### src/rtl/sc_level_sequencer.sv
// Level sequencer for the background-type register: issues load-pattern / load-init commands
// and runs the game flow. Define SC_LEVELSEQ_WRAP_EN to wrap past MAX_LEVEL instead of winning.
module sc_level_sequencer #(
  parameter logic [7:0]  DATA_INIT_PATTERN = 8'b11100111,
  parameter logic [3:0]  MAX_LEVEL         = 4'd7,
  parameter int unsigned HOLDOFF_CYCLES    = 16
) (
  input  logic       SC_LevelSeq_CLOCK_50,
  input  logic       SC_LevelSeq_RESET_InHigh,
  input  logic       SC_LevelSeq_START_InLow,
  input  logic       SC_LevelSeq_LEVELDONE,
  input  logic       SC_LevelSeq_CRASH,
  output logic [3:0] SC_LevelSeq_NEXTLEVEL_OutBUS,
  output logic [7:0] SC_LevelSeq_LEVELOR_OutBUS,
  output logic [3:0] SC_LevelSeq_LEVEL_OutBUS,
  output logic       SC_LevelSeq_BUSY,
  output logic       SC_LevelSeq_WIN,
  output logic       SC_LevelSeq_GAMEOVER
);

  localparam logic [2:0] S_IDLE    = 3'd0;
  localparam logic [2:0] S_INIT    = 3'd1;
  localparam logic [2:0] S_ADVANCE = 3'd2;
  localparam logic [2:0] S_SETTLE  = 3'd3;
  localparam logic [2:0] S_PLAY    = 3'd4;
  localparam logic [2:0] S_WIN     = 3'd5;

  localparam logic [3:0] CMD_HOLD = 4'b0000;
  localparam logic [3:0] CMD_LOAD = 4'b0001;
  localparam logic [3:0] CMD_INIT = 4'b0010;

  localparam logic [7:0] HOLD_LOAD = 8'(HOLDOFF_CYCLES);

  logic [2:0] state;
  logic [7:0] holdCnt;
  logic [7:0] pattern;
  logic [3:0] level;
  logic [3:0] nextLevel;
  logic       busy, win, gameOver;

  logic doInit, doCrash, doAdvance, doWin, atTop;

  assign atTop = (level >= MAX_LEVEL);

  // Crash has priority over LEVELDONE; INIT is a single cycle and ignores both.
  always_comb begin
    doInit    = 1'b0;
    doCrash   = 1'b0;
    doAdvance = 1'b0;
    doWin     = 1'b0;
    if ((state == S_IDLE || state == S_WIN) && !SC_LevelSeq_START_InLow)
      doInit = 1'b1;
    else if (SC_LevelSeq_CRASH &&
             (state == S_PLAY || state == S_ADVANCE || state == S_SETTLE))
      doCrash = 1'b1;
    else if (state == S_PLAY && SC_LevelSeq_LEVELDONE) begin
`ifdef SC_LEVELSEQ_WRAP_EN
      doAdvance = 1'b1;
`else
      doAdvance = !atTop;
      doWin     = atTop;
`endif
    end
  end

  always_ff @(posedge SC_LevelSeq_CLOCK_50 or posedge SC_LevelSeq_RESET_InHigh) begin
    if (SC_LevelSeq_RESET_InHigh) begin
      state     <= S_IDLE;
      holdCnt   <= 8'd0;
      pattern   <= DATA_INIT_PATTERN;
      level     <= 4'd0;
      nextLevel <= CMD_HOLD;
      busy      <= 1'b0;
      win       <= 1'b0;
      gameOver  <= 1'b0;
    end else begin
      nextLevel <= CMD_HOLD;
      if (doInit) begin
        state     <= S_INIT;
        nextLevel <= CMD_INIT;
        level     <= 4'd0;
        pattern   <= DATA_INIT_PATTERN;
        gameOver  <= 1'b0;
        win       <= 1'b0;
      end else if (doCrash) begin
        state     <= S_IDLE;
        nextLevel <= CMD_INIT;
        level     <= 4'd0;
        pattern   <= DATA_INIT_PATTERN;
        gameOver  <= 1'b1;
        busy      <= 1'b0;
        holdCnt   <= 8'd0;
      end else if (doAdvance) begin
        // Rotation continues across a level wrap; eight rotations return to the init pattern.
        state     <= S_ADVANCE;
        nextLevel <= CMD_LOAD;
        pattern   <= {pattern[6:0], pattern[7]};
        level     <= atTop ? 4'd0 : level + 4'd1;
        busy      <= 1'b1;
      end else if (doWin) begin
        state <= S_WIN;
        win   <= 1'b1;
      end else begin
        case (state)
          S_INIT, S_ADVANCE: begin
            state   <= S_SETTLE;
            holdCnt <= HOLD_LOAD;
            busy    <= 1'b1;
          end
          S_SETTLE: begin
            if (holdCnt <= 8'd1) begin
              state   <= S_PLAY;
              holdCnt <= 8'd0;
              busy    <= 1'b0;
            end else begin
              holdCnt <= holdCnt - 8'd1;
            end
          end
          S_IDLE, S_PLAY, S_WIN: ;
          default: state <= S_IDLE;
        endcase
      end
    end
  end

  assign SC_LevelSeq_NEXTLEVEL_OutBUS = nextLevel;
  assign SC_LevelSeq_LEVELOR_OutBUS   = pattern;
  assign SC_LevelSeq_LEVEL_OutBUS     = level;
  assign SC_LevelSeq_BUSY             = busy;
  assign SC_LevelSeq_WIN              = win;
  assign SC_LevelSeq_GAMEOVER         = gameOver;

endmodule

### config.mk
export PLATFORM = sky130hd
export DESIGN_NAME = sc_level_sequencer
export DESIGN_NICKNAME = d
export VERILOG_FILES = /design/src/rtl/sc_level_sequencer.sv
export SDC_FILE = /design/constraint.sdc
export NUM_CORES = 1
export LEC_CHECK = 0
export BUFFER_PORTS_ARGS = -buffer_cell sky130_fd_sc_hd__buf_2
export CAP_MARGIN = 10
export CORE_MARGIN = 1
export CORE_UTILIZATION = 45
export CTS_BUF_LIST = sky130_fd_sc_hd__clkbuf_8
export CTS_CLUSTER_SIZE = 10
export DETAILED_ROUTE_END_ITERATION = 6
export GPL_ROUTABILITY_DRIVEN = 0
export PLACE_DENSITY = 0.68
export SLEW_MARGIN = 10
export SYNTH_ARGS = -nofsm -noshare
export SYNTH_HDL_FRONTEND = slang
export SYNTH_SLANG_ARGS = --single-unit
### constraint.sdc
create_clock -name SC_LevelSeq_CLOCK_50 -period 1.6 [get_ports SC_LevelSeq_CLOCK_50]
set_clock_uncertainty 0.05 [all_clocks]
set_input_delay 0.48 -clock SC_LevelSeq_CLOCK_50 [delete_from_list [all_inputs] [get_ports SC_LevelSeq_CLOCK_50]]
set_output_delay 0.48 -clock SC_LevelSeq_CLOCK_50 [all_outputs]
set_load 0.01 [all_outputs]
# Word-level counts from Yosys, hierarchy flattened
# Cells that the tools add are included.
dict set report classes {
  n_addsub 2
  multipliers 0
  div 0
  n_lt_le_gt_ge 2
  n_eq_ne 13
  shifts 0
  muxes 41
  bitwise_logic 1
  n_reduce_logical 20
}
# cell count
set ops {}
lappend ops {{$mux 8} 7}
lappend ops {{$mux 1} 20}
lappend ops {{$mux 4} 4}
lappend ops {{$pmux 8 s2} 1}
lappend ops {{$mux 3} 5}
lappend ops {{$pmux 3 s3} 1}
lappend ops {{$le 8x1->1 const B} 1}
lappend ops {{$ne 2x2->1 const B} 4}
lappend ops {{$reduce_and 4->1} 2}
lappend ops {{$sub 8x1->8 const B} 1}
lappend ops {{$eq 3x2->1 const B} 2}
lappend ops {{$eq 3x3->1 const B} 2}
lappend ops {{$ne 6x5->1 const B} 1}
lappend ops {{$reduce_bool 3->1} 2}
lappend ops {{$ne 5x5->1 const B} 1}
lappend ops {{$add 4x1->4 const B} 1}
lappend ops {{$ge 4x3->1 const B} 1}
lappend ops {{$mux 2} 2}
lappend ops {{$ne 4x3->1 const B} 1}
lappend ops {{$reduce_bool 2->1} 2}
lappend ops {{$reduce_bool 4->1} 1}
lappend ops {{$eq 3x1->1 const B} 1}
lappend ops {{$logic_and 1x1->1} 3}
lappend ops {{$logic_not 3->1} 1}
lappend ops {{9 further kinds} 12}
dict set report totals {
  register_bits 30
  latch_bits 0
  ram_bits 0
  mem_bits_ro 0
  in_bits 5
  out_inout_bits 19
  elab_cells 87
  memories 0
}

# Logic depth before layout (Yosys ltp)
# Gate-level depths: netlist of the first run.
dict set report depth {
  depth_word 10
  ltp_mapped 7
}

# Worst setup path before layout of the first run
# No wires, ideal clock.
dict set report synth_timing {
  kind {flip-flop to flip-flop}
  start {register state[1]}
  end {register holdCnt[7]}
  setup_time_ps 75
  arrival_time_ps 1468
  slack_ps 7
  stages_incl_launch_ff 6
  path_buffers 1
  path_cell_list {dfrtp_1 -> buf_6 -> and4bb_2 -> o211ai_2 -> or4_4 -> a21oi_2}
}
dict set report synth_via {
  elab_chain_len 8
  elab_cells_between_ends 31
  classes_between {eq/ne (7); mux (13); bitwise (1); reduce/logical (10)}
}
# item line_no
set synth_lines {}
lappend synth_lines {{start: declaration} 34} ;# logic [2:0] state;
lappend synth_lines {{start signal: assignment} 68} ;# state <= S_IDLE;
lappend synth_lines {{start signal: assignment} 79} ;# state <= S_INIT;
lappend synth_lines {{start signal: assignment} 86} ;# state <= S_IDLE;
lappend synth_lines {{$eq 3x3->1 / $eq 3x2->1 (equally long branches)} {54, 56, 104}}
lappend synth_lines {{$logic_or 1x1->1 (2 in series)} 54} ;# (state == S_PLAY || state == S_ADVANCE || state == S_SETTLE))
lappend synth_lines {{$logic_and 1x1->1} 53} ;# else if (SC_LevelSeq_CRASH &&
lappend synth_lines {{$mux 1} 53}
lappend synth_lines {{$mux 1} 51} ;# if ((state == S_IDLE || state == S_WIN) && !SC_LevelSeq_START_InLow)
lappend synth_lines {{$ne 2x2->1 (no line) / $reduce_bool 3->1 (equally long branches)} -}
lappend synth_lines {{$reduce_and 4->1 (no line)} -}
lappend synth_lines {{end signal: assignment} 116} ;# holdCnt <= holdCnt - 8'd1;
lappend synth_lines {{end: declaration} 35} ;# logic [7:0] holdCnt;
# Several ways; a longest one is shown, not always the timed one. The select of a mux whose other input is x is not followed.
# A chain may end at the register's enable or synchronous reset.

# Worst setup path in the final report of the first run
dict set report layout_timing {
  start {register state[2]}
  end {register busy, in the netlist SC_LevelSeq_BUSY}
}
dict set report layout_via {
  elab_chain_len 8
  elab_cells_between_ends 31
  classes_between {eq/ne (7); mux (13); bitwise (1); reduce/logical (10)}
}
# item line_no
set layout_lines {}
lappend layout_lines {{$eq 3x3->1 / $eq 3x2->1 (equally long branches)} {54, 56, 104}}
lappend layout_lines {{$logic_or 1x1->1 (2 in series)} 54}
lappend layout_lines {{$logic_and 1x1->1} 53}
lappend layout_lines {{$mux 1} 53}
lappend layout_lines {{$mux 1} 51}
lappend layout_lines {{$ne 4x3->1 (no line), or another cell as far along} -}
lappend layout_lines {{$reduce_and 4->1 (no line) / $mux 1 (equally long branches)} -}
lappend layout_lines {{end signal: assignment} 73} ;# busy <= 1'b0;
lappend layout_lines {{end signal: assignment} 91} ;# busy <= 1'b0;
lappend layout_lines {{end signal: assignment} 99} ;# busy <= 1'b1;
lappend layout_lines {{end: declaration} 39} ;# logic busy, win, gameOver;
# Several ways; a longest one is shown, not always the timed one. The select of a mux whose other input is x is not followed.

==> flow_summary.toml, run 1 <==
[final_layout]
final_common_cell = "buf_4"
final_cell_mix = "37 x buf_4, 23 x nand2_1, 21 x dfrtp_1, 21 x buf_2, 16 x nor2_1"
fillers = 278
antenna-diode-count = 0
nNetsFinal = 235
drive_gt1_frac = 0.429
syn2layout_area_growth_pct = 35.2
design_area_um2 = 2110

[routing]
drc = 0
via_per_inst = 5.35
dr.pass1.iters = 4
wl_per_cell_um = 13.7
route.vias.total = 1454
final_antenna_net_count = 0
drt_wl_total_mm = 3.73
drtIter0Drc = 100

[critical_path]
endpoint_kind = "flip-flop"
worstPathArrival_ns = 1.70
cp-start-kind = "flip-flop"
required_ns = 1.69
path_delay_family = "compound AO/OA/AOI/OAI gates"
r2r_start = "state[2]"
startpoint = "state[2]"
critPathSlowestCell = "dfrtp_2"
cp_max_fo = 6
cp.buffers_inverters = 1
max_stage_delay_ns = 0.46
setup.worst_path.class = "reg -> reg"
crit_chain = "buf_4 > nor3_2 > a31oi_1 > o211ai_1 > o221ai_1"

[grt]
gr-total-overflow = 0
grt_pass1_wl_mm = 5.75
antenna_found_initial = 0
grt_use_total = 0.210
grt_pass1_vias = 1271
grt_max_degree = 29

[floorplanning]
die_w_um = 60.9
boundaryPins = 24
die_h_um = 60.9
initial_core_util = 0.468
core_um2 = 3340
num_rows = 21
die_area_um2 = 3710

[sta]
hold_violations = 0
setup_ws_ns = -0.0161
drv_slew = 0
rsz0062_at_grt = "true"
min_period_ns = 1.62
setup_viol = 2
fmax_ghz = 0.619
fin_crit_sh = 1.01
tns_ns = -0.0176

[logic_synthesis]
seq_area_frac_synth = 0.454
syn_area_per_cell_um2 = 9.12
async_flop_share = 1.00
syn_area_um2 = 1560
synth-edff-count = 0
netlist-cell-type-count = 49
ys_warn_count = 0
synthesis.instances = 171
synth_flop_cell = "dfrtp_1"
synth-seq-cells = 28

[place]
placed_area_um2 = 1920
dpl.hpwl_mm = 2.68
portBuffers = 21

[clock_network]
clock-sinks = 28
path_clk_slew_ns = 0.10
cts-htree-levels = 1
cts_max_path_buffers = 2
clock_latency_ns = 0.28
holdBufCountCts = 0
cts_tree = "built"
cts_root_buf = "clkbuf_8"
cts_buffers = 3

[pwr]
power_density_nw_per_um2 = 1960
p_leak_nw = 0.994
pwr-share-comb = 0.594
switching_share = 0.394
clockPowerShare = 0.136
p_switching_mw = 1.63
power.internal_mw = 2.50
seq_power_share = 0.270
peakVddDrop_v = 0.000822

[status]
violations = "negative setup slack"
status = "finished, violations left"

[min_path]
hp-class = "in -> async"

[flow_run]
drv_cap = 0
[sequential cells by signal (all words and copies together), names as in the netlist]
register	flops
SC_LevelSeq_GAMEOVER	1
SC_LevelSeq_LEVELOR_OutBUS	8
SC_LevelSeq_NEXTLEVEL_OutBUS	2
state	3
SC_LevelSeq_WIN	1
SC_LevelSeq_LEVEL_OutBUS	4
SC_LevelSeq_BUSY	1
holdCnt	8
[final timing paths]
kind / end / slack, ns / cells past startpoint
worst max-delay path: SC_LevelSeq_BUSY / -0.02 / 5
worst min-delay path: SC_LevelSeq_NEXTLEVEL_OutBUS[0] / 0.19 / 3
worst max register to register: SC_LevelSeq_BUSY / -0.02 / 5
worst min register to register: SC_LevelSeq_LEVELOR_OutBUS[7] / 0.45 / 2
max in group asynchronous: SC_LevelSeq_LEVELOR_OutBUS[2] / 0.99 / 3
min in group SC_LevelSeq_CLOCK_50: SC_LevelSeq_LEVELOR_OutBUS[7] / 0.45 / 2
[area by class of cell]
class,instances,area (um2),area share
clock buffer,3,41.3,0.0196
sequential,28,709,0.336
clock inverter,1,30.0,0.0142
multi-input combinational,122,813,0.386
inverter,11,41.3,0.0196
tap,46,57.6,0.0273
timing repair buffer,61,417,0.198
[worst register-to-register path, cell delays in order, from the launching register on]
cell,delay [ns]
dfrtp_2,0.46
buf_4,0.15
nor3_2,0.16
a31oi_1,0.09
o211ai_1,0.38
o221ai_1,0.19
[cell usage after synthesis (4+ instances only)]
library cell / n / area [um2]
nand3_1: 8 / 40.0
dfstp_2: 6 / 158
inv_1: 10 / 37.5
nor3_1: 6 / 30.0
dfrtp_1: 22 / 551
nor2_1: 16 / 60.1
clkbuf_1: 4 / 15.0
o21ai_0: 8 / 40.0
nand2_1: 23 / 86.3
a21oi_1: 8 / 40.0
nor2b_1: 4 / 25.0
[through the flow]
stage	hold slack [ns]	setup WS (ns)	power, mW	std cells	utilization
after floorplan	0.445	0.00700	2.46	172	-
after global routing	0.238	-0.0642	4.41	272	0.632
final	0.186	-0.0161	4.13	272	0.632
after detailed placement	0.434	-0.166	3.28	263	0.575
after CTS	0.205	-0.0187	3.90	268	0.604
after global placement	0.430	-0.0883	3.21	263	0.575
[cell families (layout without fill, tap and decap cells)]
family | count (synthesis) | count (layout) | share of synthesized area
xor gates and xnor gates | 6 | 6 | 0.0337
DFF | 28 | 28 | 0.454
other | 1 | 2 | 0.00240
muxes | 1 | 1 | 0.00722
buffers and inverters | 22 | 76 | 0.0714
and+or+nand+nor | 68 | 68 | 0.219
adders and majority gates | 3 | 3 | 0.0241
AOI/OAI and AO/OA | 42 | 42 | 0.188
[power groups by stage]
| stage | clock network, mW | registers [mW] | logic (mW) |
|---|---|---|---|
| final | 0.563 | 1.12 | 2.45 |
| after global routing | 0.595 | 1.14 | 2.68 |
| after CTS | 0.566 | 1.10 | 2.24 |
| after detailed placement | 0 | 1.11 | 2.17 |
| after global placement | 0 | 1.10 | 2.11 |
| after floorplan | 0 | 1.15 | 1.31 |
[metal layers]
metal | part of all wire | track usage
met4 | 0.010 | 0.0487
met1 | 0.46 | 0.305
met5 | 0 | 0
met2 | 0.48 | 0.330
met3 | 0.049 | 0.0320
[repair_timing]
item | in CTS | in global routing
setup buffers | 1 | 4
setup endpoints to repair | 8 | 21
pin swaps | 0 | 14
endpoints found under the hold margin | 0 | 0
resized for setup | 5 | 19
Note: power is estimated with default switching activity, not from simulation.
==> inputs of run 2 (changes only) <==
--- a/config.mk
+++ b/config.mk
@@ -5,7 +5,7 @@
 export SDC_FILE = /design/constraint.sdc
 export NUM_CORES = 1
 export LEC_CHECK = 0
-export BUFFER_PORTS_ARGS = -buffer_cell sky130_fd_sc_hd__buf_2
+export BUFFER_PORTS_ARGS = -buffer_cell sky130_fd_sc_hd__clkbuf_2
 export CAP_MARGIN = 10
 export CORE_MARGIN = 1
 export CORE_UTILIZATION = 45
==> run 2 against run 1 <==
Net effect: the flow still finishes with violations (negative setup slack); via count grew 1.8%; count of clock-buffer cells in the layout is the same; die area unchanged; largest cell class unchanged; highest routed layer unchanged.
==> flow_summary.toml, run 2 (synthesis gave the netlist of run 1 again) <==
[status]
status = "finished, violations left"
violations = "negative setup slack"

[sta]
setup_viol = 1
setup_ws_ns = -0.0273
fmax_ghz = 0.615
drv_slew = 0
fin_crit_sh = 1.02
min_period_ns = 1.63
hold_slack_ns = 0.174
rsz0062_at_grt = "true"
hold_violations = 0

[min_path]
hp-class = "in -> async"

[pwr]
p_leak_nw = 1.01
peakVddDrop_v = 0.000876
p_total_mw = 4.44
power_density_nw_per_um2 = 2050

[critical_path]
endpoint_kind = "flip-flop"
required_ns = 1.74
max_stage_delay_ns = 0.42
cp-start-kind = "flip-flop"
cp_max_fo = 4
worstPathArrival_ns = 1.77
r2r_cells = 6
setup.worst_path.class = "reg -> reg"
crit_chain = "inv_2 > ha_4 > o211ai_1 > buf_4 > o221ai_1 > a22oi_1"
critPathSlowestCell = "dfrtp_1"

[routing]
dr.pass1.iters = 4
via_per_inst = 5.46
wl_per_cell_um = 14.9
drt_wl_total_mm = 4.03
final_antenna_net_count = 0
drc = 0
drtIter0Drc = 116
route.vias.total = 1480

[final_layout]
drive_gt1_frac = 0.449
nNetsFinal = 234
design_area_um2 = 2160
final_common_cell = "buf_4"
instances_no_fill = 271
syn2layout_area_growth_pct = 38.6
final_cell_mix = "34 x buf_4, 23 x nand2_1, 21 x dfrtp_1, 21 x clkbuf_2, 14 x nor2_1"
fillers = 267
antenna-diode-count = 0

[place]
place_inst = 263
portBuffers = 21
place_worst_setup_slack_ns = -0.193
dpl.hpwl_mm = 2.73
placed_area_um2 = 1920

[floorplanning]
die_w_um = 60.9
die_area_um2 = 3710
core_um2 = 3340
initial_core_util = 0.468
num_rows = 21
die_h_um = 60.9
boundaryPins = 24

[flow_run]
drv_cap = 0

[clock_network]
clock-sinks = 28
holdBufCountCts = 0
cts_max_path_buffers = 2
cts_tree = "built"
cts-htree-levels = 1
clock_latency_ns = 0.28
path_clk_slew_ns = 0.09
cts_buffers = 3
cts_root_buf = "clkbuf_8"

[grt]
grt_max_degree = 29
grt_pass1_vias = 1286
antenna_found_initial = 0
grt_pass1_wl_mm = 5.91
grt_use_total = 0.222
gr-total-overflow = 0
==> run 2: cell types whose count changed in the layout (fill, tap and decap cells not counted), sizes merged <==
cell    change
clkbuf     +21
buf        -22
==> run 2: layer usage <==
metal / part of all wire / up-vias / GRT usage
met4: 0.013 / 0 / 0.0714
met3: 0.045 / 6 / 0.0405
met1: 0.44 / 715 / 0.308
li1: - / 702 / -
met5: 0 / - / 0
met2: 0.50 / 57 / 0.352
==> run 2: critical path: cells and delay by family (launching register included) <==
family	cells	cell delay, ns
compound gates	3	0.63
fa+ha+maj	1	0.17
buf+inv	2	0.27
flops	1	0.42
==> run 2: power by group <==
part           switching [mW]  internal [mW]
Combinational            1.39           1.37
Clock                   0.223          0.335
Sequential              0.174          0.947
==> run 2: final cells by class <==
type                    instances  area [um2]  share of cell area
clock buffers                   3        41.3              0.0191
inverters                      11        41.3              0.0191
clock inverters                 1        30.0              0.0139
repair buffers                 60         425               0.197
multi-input cells             122         857               0.396
well taps                      46        57.6              0.0266
flip-flops and latches         28         709               0.328
==> run 2: final timing paths <==
kind	startpoint	end	slack [ns]
max	holdCnt[0]	state[1]	-0.03
max reg2reg	holdCnt[0]	state[1]	-0.03
min in group SC_LevelSeq_CLOCK_50	SC_LevelSeq_LEVELOR_OutBUS[0]	SC_LevelSeq_LEVELOR_OutBUS[1]	0.44
min reg2reg	SC_LevelSeq_LEVELOR_OutBUS[0]	SC_LevelSeq_LEVELOR_OutBUS[1]	0.44
max in group asynchronous	SC_LevelSeq_RESET_InHigh	SC_LevelSeq_LEVELOR_OutBUS[0]	1.02
min	SC_LevelSeq_RESET_InHigh	SC_LevelSeq_NEXTLEVEL_OutBUS[0]	0.17
==> run 2: repair_timing <==
action                                  in CTS  in global routing
gates resized for setup                      8                 27
setup buffers                                3                  2
pin swaps                                    2                 14
endpoints found under the setup margin      10                 21
==> run 2: per-stage QoR <==
step | TNS (ns) | util
CTS | -0.0658 | 0.609
global route | -0.441 | 0.648
global placement | -0.633 | 0.575
detailed placement | -1.55 | 0.575
floorplan | 0 | -
finish | -0.0273 | 0.648
==> inputs of run 3 (changes only) <==
--- a/config.mk
+++ b/config.mk
@@ -8,12 +8,11 @@
 export BUFFER_PORTS_ARGS = -buffer_cell sky130_fd_sc_hd__clkbuf_2
 export CAP_MARGIN = 10
 export CORE_MARGIN = 1
-export CORE_UTILIZATION = 45
+export CORE_UTILIZATION = 40
 export CTS_BUF_LIST = sky130_fd_sc_hd__clkbuf_8
 export CTS_CLUSTER_SIZE = 10
 export DETAILED_ROUTE_END_ITERATION = 6
 export GPL_ROUTABILITY_DRIVEN = 0
-export PLACE_DENSITY = 0.68
 export SLEW_MARGIN = 10
 export SYNTH_ARGS = -nofsm -noshare
 export SYNTH_HDL_FRONTEND = slang
==> run 3 against run 2 <==
Net effect: the run now ends clean; wire length shrank 5.3%; maximum frequency grew 2.2%; combinational power shrank 8.3%; first-iteration DRC count shrank 14%; cell count shrank 1.5%; die area grew 12%; count of clock-buffer cells in the layout is the same; critical endpoint is now holdCnt[7].
==> flow_summary.toml, run 3 (synthesis gave the netlist of run 1 again) <==
[clock_network]
path_clk_slew_ns = 0.10
clock-sinks = 28
cts-htree-levels = 1
holdBufCountCts = 0
cts_max_path_buffers = 2
cts_tree = "built"
cts_root_buf = "clkbuf_8"
cts_buffers = 3
clock_latency_ns = 0.28

[floorplanning]
die_w_um = 64.5
die_area_um2 = 4150
core_um2 = 3690
initial_core_util = 0.423
die_h_um = 64.5
num_rows = 22
boundaryPins = 24

[grt]
gr-total-overflow = 0
grt_pass1_vias = 1347
grt_max_degree = 29
antenna_found_initial = 0
grt_pass1_wl_mm = 6.11
grt_use_total = 0.190

[critical_path]
cp-start-kind = "flip-flop"
max_stage_delay_ns = 0.48
required_ns = 1.76
worstPathArrival_ns = 1.76
setup.worst_path.class = "reg -> reg"
critPathSlowestCell = "dfrtp_2"
crit_chain = "and4bb_2 > o211ai_2 > or4_4 > a21oi_2"
endpoint_kind = "flip-flop"
cp_max_fo = 6

[sta]
setup_viol = 0
rsz0062_at_grt = "true"
fin_crit_sh = 0.996
drv_slew = 0
hold_violations = 0
min_period_ns = 1.59
hold_slack_ns = 0.179
fmax_ghz = 0.628

[routing]
dr.pass1.iters = 4
route.vias.total = 1419
wl_per_cell_um = 14.3
final_antenna_net_count = 0
drc = 0
via_per_inst = 5.31
drtIter0Drc = 100
drt_wl_total_mm = 3.82

[final_layout]
instances_no_fill = 267
drive_gt1_frac = 0.438
final_cell_mix = "30 x buf_4, 23 x nand2_1, 21 x clkbuf_2, 19 x dfrtp_1, 11 x nor2_1"
antenna-diode-count = 0
final_common_cell = "buf_4"
syn2layout_area_growth_pct = 34.9
nNetsFinal = 228

[place]
dpl.hpwl_mm = 2.61
portBuffers = 21
place_inst = 258

[pwr]
p_total_mw = 4.26
power_density_nw_per_um2 = 2020
p_leak_nw = 0.966
peakVddDrop_v = 0.00107

[flow_run]
drv_cap = 0

[status]
status = "complete, no violations"

[min_path]
hp-class = "in -> async"
==> run 3: cell count changes in the layout (fill, tap and decap cells not counted), sizes merged <==
cell  change
buf       -6
==> run 3: path summary, 6_finish.rpt <==
check | from | endpoint | slack, ns | depth (start not counted)
hold / removal | SC_LevelSeq_RESET_InHigh | holdCnt[4] | 0.18 | 3
min in group SC_LevelSeq_CLOCK_50 | SC_LevelSeq_LEVELOR_OutBUS[0] | SC_LevelSeq_LEVELOR_OutBUS[1] | 0.46 | 2
max in group asynchronous | SC_LevelSeq_RESET_InHigh | SC_LevelSeq_LEVELOR_OutBUS[2] | 1.02 | 3
hold reg to reg | SC_LevelSeq_LEVELOR_OutBUS[0] | SC_LevelSeq_LEVELOR_OutBUS[1] | 0.46 | 2
setup / recovery | state[1] | holdCnt[7] | 0.007 | 4
setup reg to reg | state[1] | holdCnt[7] | 0.007 | 4
==> run 3: worst max-delay path, delay by kind of cell, from the launching register on <==
family          cells  cell delay (ns)
compound gates      2             0.22
simple gates        2             0.77
flops               1             0.48
==> run 3: what timing repair did <==
item                                    CTS  global route
endpoints found under the setup margin   11            23
gates resized for setup                   4            25
hold endpoints to repair                  0             0
pin swaps                                 1            10
buffers inserted                          1             4
==> run 3: cell type report <==
| type | instances | area [um2] |
|---|---|---|
| repair buffers | 54 | 373 |
| inverters | 11 | 41.3 |
| clock inverters | 1 | 30.0 |
| multi-input cells | 122 | 847 |
| fillers | 349 | 1580 |
| clock buffers | 3 | 41.3 |
| well taps | 48 | 60.1 |
| flip-flops and latches | 28 | 712 |
==> run 3: per-layer routing <==
metal	global-route usage	part of all wire	up-vias	wire length [um]
met3	0.0282	0.026	5	100
li1	-	-	687	-
met4	0.0750	0.013	0	49
met5	0	0	-	0
met1	0.245	0.44	702	1670
met2	0.318	0.52	25	2000
==> run 3: stage by stage <==
stage | instance area [um2] | util | setup TNS [ns] | worst slack [ns]
final | 2100 | 0.571 | 0 | 0.00713
after global routing | 2100 | 0.571 | -0.239 | -0.0549
after CTS | 1970 | 0.535 | 0 | 0.00579
after detailed placement | 1880 | 0.510 | -0.345 | -0.0408
after global placement | 1880 | 0.510 | -0.166 | -0.0302
after floorplan | 1560 | - | 0 | 0.00700
==> run 3: power by group <==
group          total, mW  switching, mW  internal, mW
clock network      0.569          0.233         0.336
logic               2.53           1.28          1.25
registers           1.16          0.209         0.952
total               4.26           1.73          2.53
